<file path="src/rtl/axis_arb_pkg.sv">
// Shared types and helpers for the round-robin AXI-Stream packet arbiter.
package axis_arb_pkg;

  // Two-state arbitration FSM: waiting for a request, or holding a grant for a packet.
  typedef enum logic {
    ST_IDLE = 1'b0,
    ST_LOCK = 1'b1
  } state_e;

  // Advance a round-robin pointer, wrapping n-1 back to 0.
  function automatic int unsigned rr_next(input int unsigned ptr, input int unsigned n);
    return (ptr + 1 >= n) ? 0 : ptr + 1;
  endfunction

endpackage

</file>
<file path="src/rtl/axis_rr_pkt_arbiter_rr_pick.sv">
// Rotated priority encoder: first set request bit scanning ptr, ptr+1, ..., wrapping.
module rr_pick
  import axis_arb_pkg::*;
#(
  parameter int unsigned N   = 4,
  parameter int unsigned IDW = $clog2(N)
) (
  input  logic [N-1:0]   req,
  input  logic [IDW-1:0] ptr,
  output logic [IDW-1:0] gnt_idx,
  output logic           any_req
);

  int unsigned    idx;
  logic [IDW-1:0] sel;
  logic           found;

  assign any_req = |req;

  // Walk the requests starting at ptr; the first hit wins.
  always_comb begin
    gnt_idx = '0;
    found   = 1'b0;
    idx     = 0;
    sel     = '0;
    for (int unsigned k = 0; k < N; k++) begin
      idx = 32'(ptr) + k;
      if (idx >= N) begin
        idx = idx - N;
      end
      sel = IDW'(idx);
      if (!found && req[sel]) begin
        gnt_idx = sel;
        found   = 1'b1;
      end
    end
  end

endmodule

</file>
<file path="src/rtl/axis_rr_pkt_arbiter.sv">
// N-input AXI-Stream arbiter with round-robin grant held for a whole packet and a
// single registered output stage. The winning input index is reported on m_axis_tid.
module axis_rr_pkt_arbiter
  import axis_arb_pkg::*;
#(
  parameter int unsigned N   = 4,
  parameter int unsigned DW  = 32,
  parameter int unsigned IDW = $clog2(N)
) (
  input  logic            axis_aclk,
  input  logic            axis_aresetn,
  input  logic [N-1:0]    cfg_enable,
  input  logic [N*DW-1:0] s_axis_tdata,
  input  logic [N-1:0]    s_axis_tvalid,
  output logic [N-1:0]    s_axis_tready,
  input  logic [N-1:0]    s_axis_tlast,
  output logic [DW-1:0]   m_axis_tdata,
  output logic            m_axis_tvalid,
  input  logic            m_axis_tready,
  output logic            m_axis_tlast,
  output logic [IDW-1:0]  m_axis_tid,
  output logic            busy
);

  state_e         state_q, state_d;
  logic [IDW-1:0] ptr_q, ptr_d;
  logic [IDW-1:0] gnt_q, gnt_d;
  logic [IDW-1:0] pick_idx;
  logic           any_req;
  logic [N-1:0]   req;

  logic [DW-1:0]  tdata_q;
  logic           tvalid_q;
  logic           tlast_q;
  logic [IDW-1:0] tid_q;

  logic [DW-1:0]  sel_data;
  logic           sel_valid;
  logic           sel_last;
  logic           slot_ready;
  logic           accept;
  logic           pkt_end;

  // Disabled inputs never compete; an in-flight grant is unaffected by the mask.
  assign req = s_axis_tvalid & cfg_enable;

  rr_pick #(
    .N  (N),
    .IDW(IDW)
  ) u_pick (
    .req    (req),
    .ptr    (ptr_q),
    .gnt_idx(pick_idx),
    .any_req(any_req)
  );

  assign sel_data   = s_axis_tdata[gnt_q*DW +: DW];
  assign sel_valid  = s_axis_tvalid[gnt_q];
  assign sel_last   = s_axis_tlast[gnt_q];
  // The output slot can take a beat if empty or draining this cycle.
  assign slot_ready = !tvalid_q || m_axis_tready;
  assign accept     = (state_q == ST_LOCK) && sel_valid && slot_ready;
  assign pkt_end    = accept && sel_last;

  // FSM state register.
  always_ff @(posedge axis_aclk or negedge axis_aresetn) begin
    if (!axis_aresetn) begin
      state_q <= ST_IDLE;
    end else begin
      state_q <= state_d;
    end
  end

  // FSM next state: lock on any enabled request, release after the tlast beat is taken.
  always_comb begin
    state_d = state_q;
    unique case (state_q)
      ST_IDLE: if (any_req) state_d = ST_LOCK;
      ST_LOCK: if (pkt_end) state_d = ST_IDLE;
      default: state_d = ST_IDLE;
    endcase
  end

  // FSM outputs: only the granted input sees ready, and only while locked.
  always_comb begin
    s_axis_tready = '0;
    busy          = 1'b0;
    if (state_q == ST_LOCK) begin
      busy                 = 1'b1;
      s_axis_tready[gnt_q] = slot_ready;
    end
  end

  // Grant captured at arbitration; pointer moves past the winner at packet end.
  always_comb begin
    gnt_d = gnt_q;
    ptr_d = ptr_q;
    if (state_q == ST_IDLE && any_req) begin
      gnt_d = pick_idx;
    end
    if (pkt_end) begin
      ptr_d = IDW'(rr_next(32'(gnt_q), N));
    end
  end

  // Grant and round-robin pointer registers.
  always_ff @(posedge axis_aclk or negedge axis_aresetn) begin
    if (!axis_aresetn) begin
      gnt_q <= '0;
      ptr_q <= '0;
    end else begin
      gnt_q <= gnt_d;
      ptr_q <= ptr_d;
    end
  end

  // Output register: load on accept, otherwise empty out when the consumer takes it.
  always_ff @(posedge axis_aclk or negedge axis_aresetn) begin
    if (!axis_aresetn) begin
      tdata_q  <= '0;
      tvalid_q <= 1'b0;
      tlast_q  <= 1'b0;
      tid_q    <= '0;
    end else if (accept) begin
      tdata_q  <= sel_data;
      tvalid_q <= 1'b1;
      tlast_q  <= sel_last;
      tid_q    <= gnt_q;
    end else if (m_axis_tready) begin
      tvalid_q <= 1'b0;
    end
  end

  assign m_axis_tdata  = tdata_q;
  assign m_axis_tvalid = tvalid_q;
  assign m_axis_tlast  = tlast_q;
  assign m_axis_tid    = tid_q;

endmodule

</file>
<file path="config.mk">
export PLATFORM = sky130hd
export DESIGN_NAME = axis_rr_pkt_arbiter
export DESIGN_NICKNAME = d
export VERILOG_FILES = /design/src/rtl/axis_arb_pkg.sv /design/src/rtl/axis_rr_pkt_arbiter_rr_pick.sv /design/src/rtl/axis_rr_pkt_arbiter.sv
export SDC_FILE = /design/constraint.sdc
export NUM_CORES = 1
export LEC_CHECK = 0
export CAP_MARGIN = 20
export CORE_AREA = 2 2 90 92
export DETAILED_ROUTE_END_ITERATION = 10
export DIE_AREA = 0 0 92 94
export PLACE_DENSITY_LB_ADDON = 0.05
export SETUP_SLACK_MARGIN = 0.4
export SYNTH_ARGS = -nofsm -noshare
export SYNTH_HDL_FRONTEND = slang
export SYNTH_SLANG_ARGS = --single-unit
</file>
<file path="constraint.sdc">
create_clock -name axis_aclk -period 2.25 [get_ports axis_aclk]
set_input_delay 0.45 -clock axis_aclk [delete_from_list [all_inputs] [get_ports axis_aclk]]
set_output_delay 0.45 -clock axis_aclk [all_outputs]
set_load 0.01 [all_outputs]
</file>
# [After elaboration in Yosys (flattened, before gate mapping)]
# Cells that the tools add are included.
# W data, S select, Z words.
[word_totals] regBits=41 out_inout_bits=41 inputBits=143 elab_cells=78
[op_classes] reduce_logical=15 mux=33 n_addsub=8 order_cmp=11 bitwise_logic=3 shift=1
[op_table] operator="$shiftx A128 B8 Y32" count=1
[op_table] operator="$mux W2" count=9
[op_table] operator="$lt A2 B3 Y1 const B" count=5
[op_table] operator="$mux W1" count=15
[op_table] operator="$bmux W1 S2" count=6
[op_table] operator="$ge A3 B3 Y1 const B" count=4
[op_table] operator="$and A4 B4 Y4" count=2
[op_table] operator="$logic_and A1 B1 Y1" count=8
[op_table] operator="$sub A2 B1 Y2 const B" count=4
[op_table] operator="$add A2 B1 Y3 const B" count=2
[op_table] operator="$add A2 B2 Y3 const B" count=2
[op_table] operator="$logic_not A1 Y1" count=4
[op_table] operator="$mux W4" count=1
[op_table] operator="$reduce_or A4 Y1" count=1
[op_table] operator="$ge A2 B3 Y1 const B" count=1
[op_table] operator="$demux W1 S2" count=1
[op_table] operator="$ge A2 B1 Y1 const B" count=1
[op_table] operator="$pmux W1 S2" count=1
[op_table] operator="$reduce_bool A2 Y1" count=1
[op_table] operator="$logic_or A1 B1 Y1" count=1
[op_table] operator="$not A1 Y1" count=1

# [Longest topological paths before layout]
# Gate-level depths: netlist (run 1).
[logic_depth] word_depth=14 ltp_mapped=6 mapped_depth_nobuf=4

# [Hierarchy]
# Synthesis (run 1) repeated with hierarchy kept, for this count alone.
[hier_totals] hier_cells=170 hier_area_um2=2715.1
[by_module_without_submodules] module="axis_rr_pkt_arbiter" seq_area_each_um2=1026.0 n_inst=1 area_each_um2=2637.5 cells_each=155
[by_module_without_submodules] module="rr_pick" seq_area_each_um2=0.0 n_inst=1 area_each_um2=77.6 cells_each=15

# [Worst setup path after synthesis (run 1)]
# No wires, ideal clock.
[synth_path] kind="register to output" start="reg gnt_q[1]" end="out s_axis_tready[1]" required_time_ns=1.800 arrival_time_ns=1.396 stages_incl_launch_ff=6 setup_slack_ns=0.404 n_path_buf=2 cell_sequence="dfrtp_1 -> buf_2 -> buf_1 -> inv_1 -> ha_1 -> and3_1"
[synth_via] elab_chain_len=6 word_cells_on_any_way=7 classes_between="2 x order compare; 3 x mux; 1 x bitwise; 1 x reduce/logical"
[synth_lines] element="start: declaration" line_no="axis_rr_pkt_arbiter.sv:27" text="logic [IDW-1:0] gnt_q, gnt_d;"
[synth_lines] element="start signal: assignment" line_no="axis_rr_pkt_arbiter.sv:112" text="gnt_q <= gnt_d;"
[synth_lines] element="$lt A2 B3 Y1 (implied by the code) / $ge A2 B1 Y1 (equally long branches)" line_no="axis_rr_pkt_arbiter.sv:90" text="s_axis_tready[gnt_q] = slot_ready;"
[synth_lines] element="$logic_and A1 B1 Y1 (implied by the code)" line_no="axis_rr_pkt_arbiter.sv:90"
[synth_lines] element="$mux W1 (implied by the code)" line_no="axis_rr_pkt_arbiter.sv:90"
[synth_lines] element="$demux W1 S2 *" line_no="axis_rr_pkt_arbiter.sv:90"
[synth_lines] element="$and A4 B4 Y4 (no line) *"
[synth_lines] element="$mux W4 *" line_no="axis_rr_pkt_arbiter.sv:88" text="if (state_q == ST_LOCK) begin"
[synth_lines] element="end: declaration" line_no="axis_rr_pkt_arbiter.sv:15" text="output logic [N-1:0] s_axis_tready,"
# Mark *: on every way between the ends. The rest lies on a longest branch, timed or not.

# [Worst setup path in the final report (run 1)]
[layout_path] start="in m_axis_tready" end="out s_axis_tready[1]"
[layout_via] elab_chain_len=3
[layout_lines] element="start: declaration" line_no="axis_rr_pkt_arbiter.sv:19" text="input logic m_axis_tready,"
[layout_lines] element="$logic_or A1 B1 Y1" line_no="axis_rr_pkt_arbiter.sv:61" text="assign slot_ready = !tvalid_q || m_axis_tready;"
[layout_lines] element="$and A4 B4 Y4 (no line)"
[layout_lines] element="$mux W4" line_no="axis_rr_pkt_arbiter.sv:88"
# Every way passes these cells.

==> impl_metrics.toml, run 1 <==
[cts]
clock_latency_ps = 290
cts_hold_buffers = 0
tritoncts = "yes"
numCtsBuffers = 5
clock_sinks = 41
worst_setup_hold_path_clk_slew_ps = 80
h-tree-depth = 2
clk_root_buffer_cell = "sky130_fd_sc_hd__clkbuf_8"
clock_path_buffers = 2

[detailed_routing]
post-route-drc-count = 0
detail_route.first_pass.iterations = 4
wl_um = 7880
dr.first_iter.drc_count = 34
num_vias = 2323
wl_per_cell_um = 16.6
antenna_left = 0
routed_via_density = 4.90

[cells_and_area]
layout.cells.most_common = "sky130_fd_sc_hd__clkdlybuf4s50_1"
final_net_count = 518
layout-drive-gt1-share_pct = 29.8
multi_input_area_mm2 = 0.00156
number_of_diodes_added_for_antenna_fixing = 0
final_cell_mix = "174 x sky130_fd_sc_hd__clkdlybuf4s50_1, 38 x sky130_fd_sc_hd__dfrtp_1, 33 x sky130_fd_sc_hd__mux4_2"
register_area_mm2 = 0.00103
utilization_pct = 64.8
nFillCells = 598
area_growth_syn_to_layout_pct = 83.7

[synthesis]
synth_sequential_area_ratio_pct = 38.2
synth.ff_latch_count = 41
synthDominantAreaCellType = "sky130_fd_sc_hd__dfrtp_1"
synth_top_area_share_pct = 38.2
netlist-cell-type-count = 30
ys_top_cells_by_area = "sky130_fd_sc_hd__dfrtp_1 38%, sky130_fd_sc_hd__mux4_2 28%, sky130_fd_sc_hd__mux2_4 15%"
synth.yosys.warnings = 0
postSynthCellCount = 169
postSynthAreaPerCell_um2 = 15.9
syn-cell-area_mm2 = 0.00268
synth_nets = 316

[worst_setup_path]
worst-endpoint-arrival_ps = 1420
worst_ep_required_time_ps = 1800
crit_buf_inv = 2
cp-end-kind = "primary output"
criticalPathCategory = "in -> out"
max_stage_delay_ps = 450
cpLargestDelayFamily = "buffers and inverters"
worst-path-max-fanout = 5
critical-path-slowest-cell = "sky130_fd_sc_hd__clkdlybuf4s50_1"
launching_element_type_of_the_critical_path = "primary input"
worst_path_cell_chain = "clkdlybuf4s50_1 -> nand2b_4 -> and3_1 -> clkdlybuf4s15_1"

[grt]
number_of_antenna_violations_at_the_first_check_in_global_routing = 0
gr-total-overflow = 0
aggregate_global_route_resource_usage_pct = 18.0
grt_start_max_net_pins = 42
first_global_vias = 2425
grt_pass1_wl_um = 12200

[floorplanning]
floorplan.die.height_um = 94
floorplan.rows = 32
die_span_in_x_um = 92
dieArea_mm2 = 0.00865
io_pins = 184
initial_utilization_pct = 35.3
core_mm2 = 0.00761

[sta]
fin_crit_sh_pct = 83.2
slew-limit-headroom_pct = 80.6
final.min_clock_period_ps = 1870
clock_skews_ps = 7.18
fin_setup_tns_ps = 0
hold-worst-slack_ps = 119
worst-slew-pin-transition_ps = 287
grt_setup_unrepaired = "yes"
maxSlewViolCount = 0
max_freq_ghz = 0.534
setup_viol_count_final = 0
final_hold_viol_count = 0

[placed_design]
port-buffer-count = 183
gp_congestion = 0.844
dp_hpwl_um = 6210

[status]
result_of_the_run = "finished clean"

[run]
maxCapViolCount = 0

[power]
p_leak_nw = 2.04
post-layout-total-power_mw = 5.51
p_per_area_mw_per_mm2 = 1120
irDropWorstVdd_v = 0.000506

[worst_hold_path]
worstHoldPathType = "in -> async"
cell type report:
class                   count  share of cell area [%]
clock buffers               5                    1.40
repair buffers            208                    42.4
clock inverters             3                   0.939
well taps                 102                    2.59
multi-input cells         112                    31.6
inverters                   3                   0.228
flip-flops and latches     41                    20.9
synthesized netlist by cell type (all sizes together):
cell and count:
a21oi 2, nand3 2, o31ai 2, a22o 1, o21ai 5, o41ai 1, nand2b 1, dfrtp 41
mux4 34, ha 4, nor2 1, inv 3, a21boi 1, nand4 1, a41o 1, mux2i 1
mux2 34, nand2 14, a31oi 1, and3 4, o21a 1, buf 9, or3 1, clkbuf 4
final timing paths:
path | from | to | slack, ps | cells past startpoint
max | m_axis_tready | s_axis_tready[1] | 380 | 4
min | axis_aresetn | m_axis_tdata[14]$_DFFE_PN0P_ | 120 | 2
max reg2reg | gnt_q[0]$_DFFE_PN0P_ | m_axis_tdata[17]$_DFFE_PN0P_ | 390 | 5
min reg2reg | m_axis_tid[1]$_DFFE_PN0P_ | m_axis_tid[1]$_DFFE_PN0P_ | 480 | 2
max in group asynchronous | axis_aresetn | gnt_q[0]$_DFFE_PN0P_ | 1920 | 2
min in group axis_aclk | m_axis_tid[1]$_DFFE_PN0P_ | m_axis_tid[1]$_DFFE_PN0P_ | 480 | 2
worst register-to-register path, cell delays in order (launching register included):
cell and delay, ps:
sky130_fd_sc_hd__dfrtp_2 420, sky130_fd_sc_hd__buf_6 120, sky130_fd_sc_hd__mux4_2 550, sky130_fd_sc_hd__nand3_4 160
sky130_fd_sc_hd__buf_12 170, sky130_fd_sc_hd__mux2_2 330
cells by family (layout without fill, tap and decap cells):
| group | count (synthesis) | after routing | synth area share, % |
|---|---|---|---|
| muxes | 69 | 69 | 47.1 |
| DFF | 41 | 41 | 38.2 |
| and+or+nand+nor | 24 | 24 | 4.57 |
| buffers and inverters | 16 | 219 | 4.52 |
| AOI/OAI and AO/OA | 15 | 15 | 3.68 |
| adders and majority gates | 4 | 4 | 1.87 |
per-stage QoR:
step	std cells	worst slack, ps	cell area [µm²]
after CTS	472	337	4870
after floorplan	169	404	2680
after global placement	456	11.2	4690
after global routing	474	323	4930
final	474	379	4930
after detailed placement	456	-2.37	4690
per-layer routing:
metal  share of wire [%]  track usage (%)
met2                  52             32.3
met3                 7.8             4.49
met5                   0                0
met1                  39             21.9
met4                 1.3             4.48
report_power, final:
part | total, mW | internal (mW) | switching [mW]
clock | 0.599 | 0.332 | 0.267
sequential | 1.37 | 1.13 | 0.239
combinational | 3.54 | 2.28 | 1.26
state kept, by name, summed over array words and instances, names as in the netlist:
signal,cells
m_axis_tdata,32
gnt_q,2
m_axis_tid,2
ptr_q,2
m_axis_tlast,1
m_axis_tvalid,1
state_q,1
timing repair:
action                                 CTS  global route
endpoints found under the hold margin    0             0
setup buffers                            8             1
setup endpoints to repair               36            36
resized for setup                       22             5
pin swaps                                1             1
gates cloned                             0             1
No activity file was read; power rests on OpenSTA's default activity.
==> run 2: changes to the inputs <==
==> constraint.sdc (replaced) <==
create_clock -name axis_aclk -period 1.93 [get_ports axis_aclk]
set_input_delay 0.386 -clock axis_aclk [delete_from_list [all_inputs] [get_ports axis_aclk]]
set_output_delay 0.386 -clock axis_aclk [all_outputs]
set_load 0.01 [all_outputs]
==> run 2 against run 1 <==
  * Die area stayed put
  * Utilization grew 1.0 points
  * Sequential share of layout area is 0.32 points lower
  * Routed wire length up 1.4%
  * Worst hold slack improved by 380 ps
  * Clock power increased by 18%
  * Non-clock buffer count up 10
  * Global-route usage increased by 0.49 points
  * Cell area grew 1.5%
  * Flip-flop and latch count did not move
  * Critical path type is now reg -> reg
==> impl_metrics.toml, run 2 (synthesis results as in run 1) <==
[grt]
first_global_vias = 2485
number_of_antenna_violations_at_the_first_check_in_global_routing = 0
aggregate_global_route_resource_usage_pct = 18.5
grt_start_max_net_pins = 18
gr-total-overflow = 0
grt_pass1_wl_um = 12500

[power]
p_per_area_mw_per_mm2 = 1290
clock_network_power_share_pct = 11.0
post-layout-total-power_mw = 6.44
p_seq_share_pct = 24.8
internal-power_mw = 4.34
p_leak_nw = 2.18
switching_share_pct = 32.6
irDropWorstVdd_v = 0.000565
p_comb_share_pct = 64.2
netSwitchingPower_mw = 2.10

[floorplanning]
dieArea_mm2 = 0.00865
io_pins = 184
floorplan.die.height_um = 94
core_mm2 = 0.00761
initial_utilization_pct = 35.3
floorplan.rows = 32
die_span_in_x_um = 92

[worst_setup_path]
max_stage_delay_ps = 540
criticalPathCategory = "reg -> reg"
worst-endpoint-arrival_ps = 2010
critical-path-slowest-cell = "sky130_fd_sc_hd__mux4_2"
crit_buf_inv = 3
launching_element_type_of_the_critical_path = "register"
worst_path_cell_chain = "buf_6 -> mux4_2 -> nand3_4 -> buf_6 -> buf_16 -> mux2_4"
cp-end-kind = "register"
worst_ep_required_time_ps = 2110
reg2reg_setup_slack_ps = 90
worst-path-max-fanout = 8
crit_path_frequent_cell = "sky130_fd_sc_hd__buf_6"
cpLargestDelayFamily = "multiplexers"

[worst_hold_path]
worstHoldPathType = "reg -> reg"

[detailed_routing]
detail_route.first_pass.iterations = 4
post-route-drc-count = 0
dr.first_iter.drc_count = 32
wl_per_cell_um = 16.5
antenna_left = 0
routed_via_density = 4.82
wl_um = 7990
num_vias = 2334

[cts]
tritoncts = "yes"
clock_latency_ps = 290
numCtsBuffers = 5
clock_path_buffers = 2
clock_sinks = 41
worst_setup_hold_path_clk_slew_ps = 80
clk_root_buffer_cell = "sky130_fd_sc_hd__clkbuf_8"
h-tree-depth = 2

[sta]
max_freq_ghz = 0.545
slew-limit-headroom_pct = 80.0
clock_skews_ps = 4.98
fin_crit_sh_pct = 95.1
final.min_clock_period_ps = 1840
maxSlewViolCount = 0
setup_viol_count_final = 0
final_hold_viol_count = 0
grt_setup_unrepaired = "yes"
worst-slew-pin-transition_ps = 296
hold-worst-slack_ps = 502
setup_slack_ps = 93.9

[placed_design]
placed_area_mm2 = 0.00470
numPlacedInstances = 460
port-buffer-count = 183
gp_congestion = 0.825
placement.setup.worst_slack_ps = -213
dp_hpwl_um = 6380

[status]
result_of_the_run = "finished clean"

[cells_and_area]
layout-drive-gt1-share_pct = 32.2
final_net_count = 528
layout.cells.most_common = "sky130_fd_sc_hd__clkdlybuf4s50_1"
number_of_diodes_added_for_antenna_fixing = 0
area_growth_syn_to_layout_pct = 86.6
final_cell_mix = "137 x sky130_fd_sc_hd__clkdlybuf4s50_1, 40 x sky130_fd_sc_hd__dlygate4sd2_1, 38 x sky130_fd_sc_hd__dfrtp_1"
max_ffs_per_register = 32
stdcell_area_mm2 = 0.00500
layoutNonFillerInstCount = 484

[run]
maxCapViolCount = 0
[run 2: cell count changes in the layout (fill, tap and decap cells not counted), sizes merged]
cell	change
clkdlybuf4s15	-1
clkinvlp	-1
dlygate4sd2	+36
dlymetal6s2s	+1
dlygate4sd3	+1
clkbuf	+2
clkdlybuf4s50	-37
clkinv	-1
buf	+10
[run 2: path summary, 6_finish.rpt]
path                                                    from                            to  cells past startpoint
worst max register to register          gnt_q[0]$_DFFE_PN0P_  m_axis_tdata[23]$_DFFE_PN0P_                      6
worst min-delay path            m_axis_tdata[19]$_DFFE_PN0P_  m_axis_tdata[19]$_DFFE_PN0P_                      1
worst min register to register  m_axis_tdata[19]$_DFFE_PN0P_  m_axis_tdata[19]$_DFFE_PN0P_                      1
max in group asynchronous                       axis_aresetn          gnt_q[0]$_DFFE_PN0P_                      3
worst max-delay path                    gnt_q[0]$_DFFE_PN0P_  m_axis_tdata[23]$_DFFE_PN0P_                      6
min in group asynchronous                       axis_aresetn  m_axis_tdata[13]$_DFFE_PN0P_                      2
[run 2: power by group through the flow]
stage	Combinational [mW]	Clock, mW	Sequential [mW]
2_1_floorplan	2.23	0	1.75
3_3_place_gp	3.92	0	1.65
3_5_place_dp	3.95	0	1.64
4_1_cts	4.15	0.725	1.60
5_1_grt	4.42	0.767	1.65
6_report	4.14	0.708	1.59
[run 2: layer usage]
metal	global-route usage (%)	wire length [µm]	vias up
met5	0	0	-
met4	3.86	86	0
met3	5.54	654	9
met2	31.9	4070	113
met1	23.3	3180	1121
li1	-	-	1091
[run 2: timing repair]
action,CTS,global route
setup buffers,12,1
endpoints found under the hold margin,12,0
cloned,2,0
setup endpoints to repair,79,43
pin swaps,4,2
gates resized for setup,68,7
hold buffers,1,0
[run 2: final cells by class]
type | instances | area (µm²)
Clock buffer | 7 | 86.3
Clock inverter | 1 | 30.0
Fill cell | 609 | 2600
Inverter | 3 | 11.3
Multi-Input combinational cell | 112 | 1560
Sequential cell | 41 | 1030
Tap cell | 102 | 128
Timing Repair Buffer | 218 | 2160
[run 2: through the flow]
step	setup TNS, ps	utilization, %
final	0	65.8
after global routing	0	65.8
after CTS	0	65.5
after detailed placement	-6740	61.8
after global placement	-6120	61.8
after floorplan	0	-
